$ cat src/rtl/axis_i2s_slave_rx.sv
// I2S slave receiver: samples an externally clocked I2S bus and emits left/right words on AXI-Stream.
// Build with I2S_SLV_LEFT_JUSTIFIED_EN defined for left-justified framing (no one-bit delay).
module axis_i2s_slave_rx #(
  parameter int unsigned DATA_WIDTH = 24,
  parameter int unsigned FIFO_DEPTH = 4
) (
  input  logic                  axis_clk,
  input  logic                  axis_reset,
  input  logic                  i2s_sclk,
  input  logic                  i2s_lrck,
  input  logic                  i2s_sdin,
  output logic [DATA_WIDTH-1:0] m_axis_data,
  output logic                  m_axis_valid,
  input  logic                  m_axis_ready,
  output logic                  m_axis_last,
  output logic                  overflow
);

  localparam int unsigned CntW = $clog2(DATA_WIDTH + 1);
  localparam int unsigned PtrW = $clog2(FIFO_DEPTH);

  typedef enum logic [1:0] {StWaitSync, StSkip, StShift, StDone} state_e;

  // Input synchronisers and SCLK edge detect
  logic [1:0] sclk_sync_q, lrck_sync_q, sdin_sync_q;
  logic       sclk_prev_q;

  always_ff @(posedge axis_clk) begin
    if (axis_reset) begin
      sclk_sync_q <= '0;
      lrck_sync_q <= '0;
      sdin_sync_q <= '0;
      sclk_prev_q <= 1'b0;
    end else begin
      sclk_sync_q <= {sclk_sync_q[0], i2s_sclk};
      lrck_sync_q <= {lrck_sync_q[0], i2s_lrck};
      sdin_sync_q <= {sdin_sync_q[0], i2s_sdin};
      sclk_prev_q <= sclk_sync_q[1];
    end
  end

  logic rise, lrck_s, sdin_s;
  assign rise   = sclk_sync_q[1] & ~sclk_prev_q;
  assign lrck_s = lrck_sync_q[1];
  assign sdin_s = sdin_sync_q[1];

  // Slot framing FSM
  state_e                state_q;
  logic [CntW-1:0]       count_q;
  logic [DATA_WIDTH-1:0] shift_q;
  logic                  slot_lr_q;
  logic                  lrck_last_q;
  logic                  push_q;
  logic [DATA_WIDTH-1:0] push_data_q;
  logic                  push_last_q;

  logic                  lr_chg;
  logic                  start_slot;
  logic [CntW-1:0]       count_inc;
  logic [DATA_WIDTH-1:0] shift_next;
  logic [DATA_WIDTH-1:0] first_bit;
  logic [DATA_WIDTH-1:0] partial_word;

  assign lr_chg       = rise && (lrck_s != lrck_last_q);
  // Out of sync, only a transition into the left slot starts a frame.
  assign start_slot   = lr_chg && ((state_q != StWaitSync) || !lrck_s);
  assign count_inc    = count_q + CntW'(1);
  assign shift_next   = {shift_q[DATA_WIDTH-2:0], sdin_s};
  assign first_bit    = {{(DATA_WIDTH - 1){1'b0}}, sdin_s};
  assign partial_word = shift_q << (CntW'(DATA_WIDTH) - count_q);

  always_ff @(posedge axis_clk) begin
    if (axis_reset) begin
      state_q     <= StWaitSync;
      count_q     <= '0;
      shift_q     <= '0;
      slot_lr_q   <= 1'b0;
      lrck_last_q <= 1'b0;
      push_q      <= 1'b0;
      push_data_q <= '0;
      push_last_q <= 1'b0;
    end else begin
      push_q <= 1'b0;
      if (rise) begin
        lrck_last_q <= lrck_s;
        if (start_slot) begin
          // A slot cut short still delivers what it captured, MSB-aligned.
          if (state_q == StShift) begin
            push_q      <= 1'b1;
            push_data_q <= partial_word;
            push_last_q <= slot_lr_q;
          end
          slot_lr_q <= lrck_s;
`ifdef I2S_SLV_LEFT_JUSTIFIED_EN
          state_q <= StShift;
          shift_q <= first_bit;
          count_q <= CntW'(1);
`else
          state_q <= StSkip;
          count_q <= '0;
`endif
        end else begin
          unique case (state_q)
            StSkip: begin
              state_q <= StShift;
              shift_q <= first_bit;
              count_q <= CntW'(1);
            end
            StShift: begin
              shift_q <= shift_next;
              count_q <= count_inc;
              if (count_inc == CntW'(DATA_WIDTH)) begin
                push_q      <= 1'b1;
                push_data_q <= shift_next;
                push_last_q <= slot_lr_q;
                state_q     <= StDone;
              end
            end
            default: ;
          endcase
        end
      end
    end
  end

  // Output FIFO with stereo pairing
  logic [DATA_WIDTH:0] mem_q [FIFO_DEPTH];
  logic [PtrW-1:0]     wr_ptr_q, rd_ptr_q;
  logic [PtrW:0]       fill_q;
  logic                have_left_q;
  logic                drop_pair_q;
  logic                overflow_q;

  logic [PtrW:0] free_cnt;
  logic          left_fits;
  logic          wr_en;
  logic          rd_en;
  logic          drop;

  assign free_cnt  = (PtrW + 1)'(FIFO_DEPTH) - fill_q;
  assign left_fits = free_cnt >= (PtrW + 1)'(2);
  // A right word follows its left; reserving two slots keeps pairs whole.
  assign wr_en     = push_q && (push_last_q ? have_left_q : left_fits);
  assign drop      = push_q && (push_last_q ? drop_pair_q : !left_fits);
  assign rd_en     = m_axis_valid && m_axis_ready;

  always_ff @(posedge axis_clk) begin
    if (axis_reset) begin
      for (int unsigned i = 0; i < FIFO_DEPTH; i++) begin
        mem_q[i] <= '0;
      end
      wr_ptr_q    <= '0;
      rd_ptr_q    <= '0;
      fill_q      <= '0;
      have_left_q <= 1'b0;
      drop_pair_q <= 1'b0;
      overflow_q  <= 1'b0;
    end else begin
      if (wr_en) begin
        mem_q[wr_ptr_q] <= {push_last_q, push_data_q};
        wr_ptr_q        <= wr_ptr_q + PtrW'(1);
      end
      if (rd_en) begin
        rd_ptr_q <= rd_ptr_q + PtrW'(1);
      end
      unique case ({wr_en, rd_en})
        2'b10:   fill_q <= fill_q + (PtrW + 1)'(1);
        2'b01:   fill_q <= fill_q - (PtrW + 1)'(1);
        default: fill_q <= fill_q;
      endcase
      if (push_q) begin
        if (push_last_q) begin
          have_left_q <= 1'b0;
          drop_pair_q <= 1'b0;
        end else begin
          have_left_q <= left_fits;
          drop_pair_q <= !left_fits;
        end
      end
      if (drop) begin
        overflow_q <= 1'b1;
      end
    end
  end

  assign m_axis_valid = fill_q != '0;
  assign m_axis_data  = mem_q[rd_ptr_q][DATA_WIDTH-1:0];
  assign m_axis_last  = mem_q[rd_ptr_q][DATA_WIDTH];
  assign overflow     = overflow_q;

endmodule
$ cat config.mk
export PLATFORM = sky130hd
export DESIGN_NAME = axis_i2s_slave_rx
export DESIGN_NICKNAME = d
export VERILOG_FILES = /design/src/rtl/axis_i2s_slave_rx.sv
export SDC_FILE = /design/constraint.sdc
export NUM_CORES = 1
export LEC_CHECK = 0
export CAP_MARGIN = 10
export CORE_ASPECT_RATIO = 0.8
export CORE_MARGIN = 3
export CORE_UTILIZATION = 55
export DETAILED_ROUTE_END_ITERATION = 8
export GPL_TIMING_DRIVEN = 0
export HOLD_SLACK_MARGIN = 0.12
export PLACE_DENSITY = 0.83
export SLEW_MARGIN = 10
export SYNTH_ARGS = -nofsm -noshare
export SYNTH_HDL_FRONTEND = slang
export SYNTH_SLANG_ARGS = --single-unit
$ cat constraint.sdc
create_clock -name axis_clk -period 4 [get_ports axis_clk]
set_clock_uncertainty 0.15 [all_clocks]
set_input_delay 0.4 -clock axis_clk [delete_from_list [all_inputs] [get_ports axis_clk]]
set_output_delay 0.4 -clock axis_clk [all_outputs]
set_load 0.05 [all_outputs]
# Word level (Yosys, flattened, before mapping)
# Memories as Yosys holds them, arrays and structs flattened. A register that Yosys moved wholly into a read port is not among the register bits.
# Index checks and enable logic that the tools add are counted.
[totals] output_inout_bits=27 inputBits=6 n_memories=1 ramBits=100 reg_bits=76 wordCells=93
[memory_table] memory="mem_q" words=4 word_bits=25 read_ports=1 rd_ports_with_merged_regs=1 wr=4 line="127" rtl="logic [DATA_WIDTH:0] mem_q [FIFO_DEPTH];"
[classes] n_shift=1 n_mux=33 n_bitwise=4 n_eq_ne=7 n_reduce_logical=21 magnitude_cmp=1 n_addsub=7
[op_table] op="24-bit 2-to-1 mux" count=4
[op_table] op="24-bit case mux with 2 select lines" count=1
[op_table] op="25-bit 2-to-1 mux" count=1
[op_table] op="25-bit OR reduction" count=1
[op_table] op="24-bit by 5-bit << shifter with 24-bit output" count=1
[op_table] op="1-bit 2-to-1 mux" count=18
[op_table] op="2-bit 2-to-1 mux" count=5
[op_table] op="5-bit case mux with 2 select lines" count=1
[op_table] op="3-bit AND reduction" count=3
[op_table] op="2-bit nonzero test" count=4
[op_table] op="3-bit case mux with 2 select lines" count=1
[op_table] op="3-bit nonzero test" count=2
[op_table] op="5-bit by 1-bit adder with 5-bit output (second input constant)" count=1
[op_table] op="5-bit == test (second input constant)" count=1
[op_table] op="1-bit logical AND" count=5
[op_table] op="5-bit 2-to-1 mux" count=1
[op_table] op="5-bit subtractor (first input constant)" count=1
[op_table] op="2-bit by 1-bit adder with 2-bit output (second input constant)" count=2
[op_table] op="2-bit by 1-bit == test with 1-bit output (second input constant)" count=2
[op_table] op="2-bit == test (second input constant)" count=2
[op_table] op="2-bit case mux with 2 select lines" count=1
[op_table] op="2-bit AND reduction" count=2
[op_table] op="3-bit by 1-bit adder with 3-bit output (second input constant)" count=1
[op_table] op="3-bit by 2-bit >= comparator with 1-bit output (second input constant)" count=1
[op_table] op="other kinds (9)" count=12

# Longest topological paths before layout
[logic_depth] ltp_word=9 ltp_mapped=13 ltp_nobuf=12

# Least setup slack after synthesis
# No wires, ideal clock.
[synth_path] path_type="reg2reg" from="register fill_q[0]" to="register fill_q[2]" path_slack_ps=924 required_time_ps=3779 period_less_slack_ps=3076 path_stages_with_launch=14 setup_ps=71 path_buffers=1 arrival_time_ps=2856 path_cell_list="dfxtp_1 -> inv_1 -> ha_1 -> ha_1 -> nor3b_1 -> nand2b_1 -> nand3_1 -> clkbuf_1 -> ha_1 -> inv_1 -> fa_1 -> xor2_1 -> or3_1 -> a21oi_1"
[synth_between] elab_chain_len=6
[synth_rtl] item="start, declared" line="129" rtl="logic [PtrW:0] fill_q;"
[synth_rtl] item="start signal, assigned" line="167" rtl="2'b10: fill_q <= fill_q + (PtrW + 1)'(1);"
[synth_rtl] item="start signal, assigned" line="168" rtl="2'b01: fill_q <= fill_q - (PtrW + 1)'(1);"
[synth_rtl] item="start signal, assigned" line="169" rtl="default: fill_q <= fill_q;"
[synth_rtl] item="3-bit subtractor" line="140" rtl="assign free_cnt = (PtrW + 1)'(FIFO_DEPTH) - fill_q;"
[synth_rtl] item="3-bit by 2-bit >= comparator with 1-bit output" line="141" rtl="assign left_fits = free_cnt >= (PtrW + 1)'(2);"
[synth_rtl] item="1-bit 2-to-1 mux" line="143" rtl="assign wr_en = push_q && (push_last_q ? have_left_q : left_fits);"
[synth_rtl] item="1-bit logical AND" line="143"
[synth_rtl] item="2-bit by 1-bit == test with 1-bit output or 2-bit == test (tied branches)" line="166" rtl="unique case ({wr_en, rd_en})"
[synth_rtl] item="3-bit case mux with 2 select lines or 2-bit nonzero test (tied branches)"
# Several ways; a longest one is shown, not always the timed one.
# A chain may end at the register's enable or synchronous reset.

# Final worst setup path
# Ends and elaborated chain as after synthesis.

==> impl_metrics.ini <==
[setup_path]
cp.required_ns = 4.20
cp.arrival_ns = 3.88
endpoint_kind = flop
worstSetupPathType = reg2reg
cp_max_fo = 10
startpoint_type = flop

[clocking]
clk_latency_ns = 0.44
ctsResizeCount = 0
hold_buffers = 0
clockBufferDepth = 2
cts_made_buffers = 17
cts_sinks = 178
htree_levels = 4
post_cts_buffers = 0
cts_tree = yes
root_buffer = clkbuf_16
clk_pin_slew_worst_paths_ns = 0.07

[yosys]
syn_inst = 797
synthFlopType = edfxtp_1
yosys_warnings = 0
syn_area_um2 = 8830
synth-seq-area-share_pct = 51.7
ys_ff_latch = 178
syn_avg_cell_area_um2 = 11.1
yosysUniqueCellTypes = 66
synth_edf_count = 100
synthArstFlopShare_pct = 0
synth.net_count = 813

[placement]
dp.final_hpwl_um = 16200
numPortBuffers = 32
place_congestion = 1.02
dpl_cell_area_um2 = 9440

[layout]
final_nets = 864
design_area_um2 = 10000
nFillCells = 1238
drive_gt1_share_pct = 13.2
final_common_cell = edfxtp_1
final_cell_mix = 100 x edfxtp_1, 93 x nor2_1, 84 x and2_1
antenna_cells = 0
area_delta_synth_final_pct = 13.5

[power_and_ir_drop]
p_sw_mw = 0.869
p_seq_share_pct = 52.4
clkPwrFrac_pct = 43.8
pwr-share-comb_pct = 3.8
powerDensity_nw_per_um2 = 376
vdd_drop_max_v = 0.000309
swShare_pct = 23.1
power.leakage_nw = 3.49
p_int_mw = 2.90

[floorplanning]
die_y_um = 119
fp-row-count = 40
start_util_pct = 57.5
ioPinCount = 33
core-area_um2 = 15400
die_w_um = 148
fp.dieArea_um2 = 17600

[global_routing]
grt_max_degree = 26
grt.total_usage_pct = 27.1
antenna_found_initial = 0
grt_pass1_vias = 6409
overflow = 0
grt_pass1_wl_um = 36500

[timing]
rsz0062_at_grt = no
hold_violations = 0
tightest_slew_ns = 0.982
finalSetupViolations = 0
holdWs_ns = 0.289
drv_slew = 0
fmax_mhz = 272
slew_headroom_pct = 34.4
tns_ns = 0
fin_crit_ns = 3.67
timing.final.crit_share_pct = 91.8

[worst_hold_path]
hp-class = reg2reg

[detailed_routing]
drt_iter0_markers = 962
drc = 0
first_pass_iters = 5
finalWirelength_um = 22700
viasPerCell = 6.17
ant_nets = 0
post_drt_wl_per_cell_um = 21.2
routed-via-count = 6603

[run]
max_cap_violations = 0

[status]
status = complete, no violations
[layer usage]
layer / up-vias / global-route usage [%] / share of wire (%)
met5: - / 0 / 0
met4: 0 / 9.55 / 2.9
met2: 311 / 40.4 / 45
li1: 3005 / - / -
met3: 54 / 5.78 / 8.3
met1: 3233 / 39.5 / 44
[metrics by stage]
| stage | util (%) | cells | setup slack (ns) | power, mW |
|---|---|---|---|---|
| floorplan | - | 797 | 0.924 | 2.10 |
| global placement | 61.3 | 1039 | 0.255 | 2.15 |
| detailed placement | 61.4 | 1039 | 0.349 | 2.16 |
| CTS | 65.2 | 1071 | 0.308 | 3.78 |
| global route | 65.2 | 1071 | 0.0625 | 3.87 |
| finish | 65.2 | 1071 | 0.326 | 3.77 |
[state kept, by name, summed over array words and instances (netlist names), 2 cells and up, named ones only]
name / cells
mem_q: 100
push_data_q: 24
shift_q: 24
count_q: 5
fill_q: 3
lrck_sync_q: 2
rd_ptr_q: 2
sclk_sync_q: 2
sdin_sync_q: 2
state_q: 2
wr_ptr_q: 2
[worst max-delay path: stages (launching register included)]
cell,delay [ns]
dfxtp_1,0.34
inv_1,0.09
ha_1,0.20
ha_1,0.26
nor3b_1,0.27
nand2b_1,0.11
nand3_1,0.32
clkbuf_1,0.53
ha_1,0.29
inv_1,0.06
fa_1,0.37
xor2_1,0.15
or3_1,0.30
a21oi_1,0.14
[path summary, 6_finish.rpt]
path / cells past startpoint / startpoint / slack [ns] / end
worst max-delay path: 13 / fill_q[0]$_SDFFE_PP0P_ / 0.33 / fill_q[2]$_SDFFE_PP0P_
worst min-delay path: 1 / sdin_sync_q[0]$_SDFF_PP0_ / 0.29 / sdin_sync_q[1]$_SDFF_PP0_
worst max register to register: 13 / fill_q[0]$_SDFFE_PP0P_ / 0.33 / fill_q[2]$_SDFFE_PP0P_
worst min register to register: 1 / sdin_sync_q[0]$_SDFF_PP0_ / 0.29 / sdin_sync_q[1]$_SDFF_PP0_
[cell type report]
type                            count  area [um2]  area share, %
Timing Repair Buffer               32         320           3.20
Sequential cell                   178        4560           45.5
Inverter                           20        75.1          0.749
Clock inverter                     12         110           1.10
Tap cell                          210         263           2.62
Multi-Input combinational cell    543        3950           39.4
Clock buffer                       20         478           4.77
Buffer                             56         263           2.62
[synthesized netlist by cell type (4+ instances only)]
| library cell | count | area share, % |
|---|---|---|
| xnor2_1 | 6 | 0.59 |
| nor2b_1 | 16 | 1.1 |
| mux4_2 | 34 | 8.7 |
| inv_1 | 19 | 0.81 |
| a21oi_1 | 30 | 1.7 |
| nor3_1 | 16 | 0.91 |
| clkbuf_1 | 31 | 1.3 |
| and3_1 | 4 | 0.28 |
| o21ai_0 | 30 | 1.7 |
| edfxtp_1 | 100 | 34 |
| o21bai_1 | 4 | 0.34 |
| mux2_2 | 5 | 0.64 |
| mux2i_1 | 26 | 2.9 |
| nor4_1 | 6 | 0.42 |
| a22oi_1 | 31 | 2.6 |
| nor2_1 | 93 | 4.0 |
| dfxtp_1 | 78 | 18 |
| ha_1 | 9 | 1.3 |
| nand3_1 | 11 | 0.62 |
| o32ai_1 | 4 | 0.40 |
| a221oi_1 | 5 | 0.50 |
| buf_4 | 4 | 0.34 |
| and2_1 | 84 | 5.9 |
| nand2_1 | 42 | 1.8 |
| xor2_1 | 6 | 0.59 |
| buf_2 | 18 | 1.0 |
| a211oi_1 | 9 | 0.76 |
| nand2b_1 | 18 | 1.3 |
[cell families after synthesis]
family	after synthesis	synth area share, %
AOI/OAI and AO/OA	147	11.3
muxes	65	12.3
and+or+nand+nor	308	18.0
adders and majority gates	10	1.50
DFF	178	51.7
buffers and inverters	76	3.82
xor gates and xnor gates	13	1.50
[power groups by stage]
stage / clock network (mW) / registers, mW / logic, mW
after floorplan: 0 / 2.01 / 0.0915
after global placement: 0 / 2.01 / 0.140
after detailed placement: 0 / 2.02 / 0.141
after CTS: 1.66 / 1.98 / 0.142
after global routing: 1.74 / 1.98 / 0.150
final: 1.65 / 1.98 / 0.141
(Power assumes the default switching activity.)
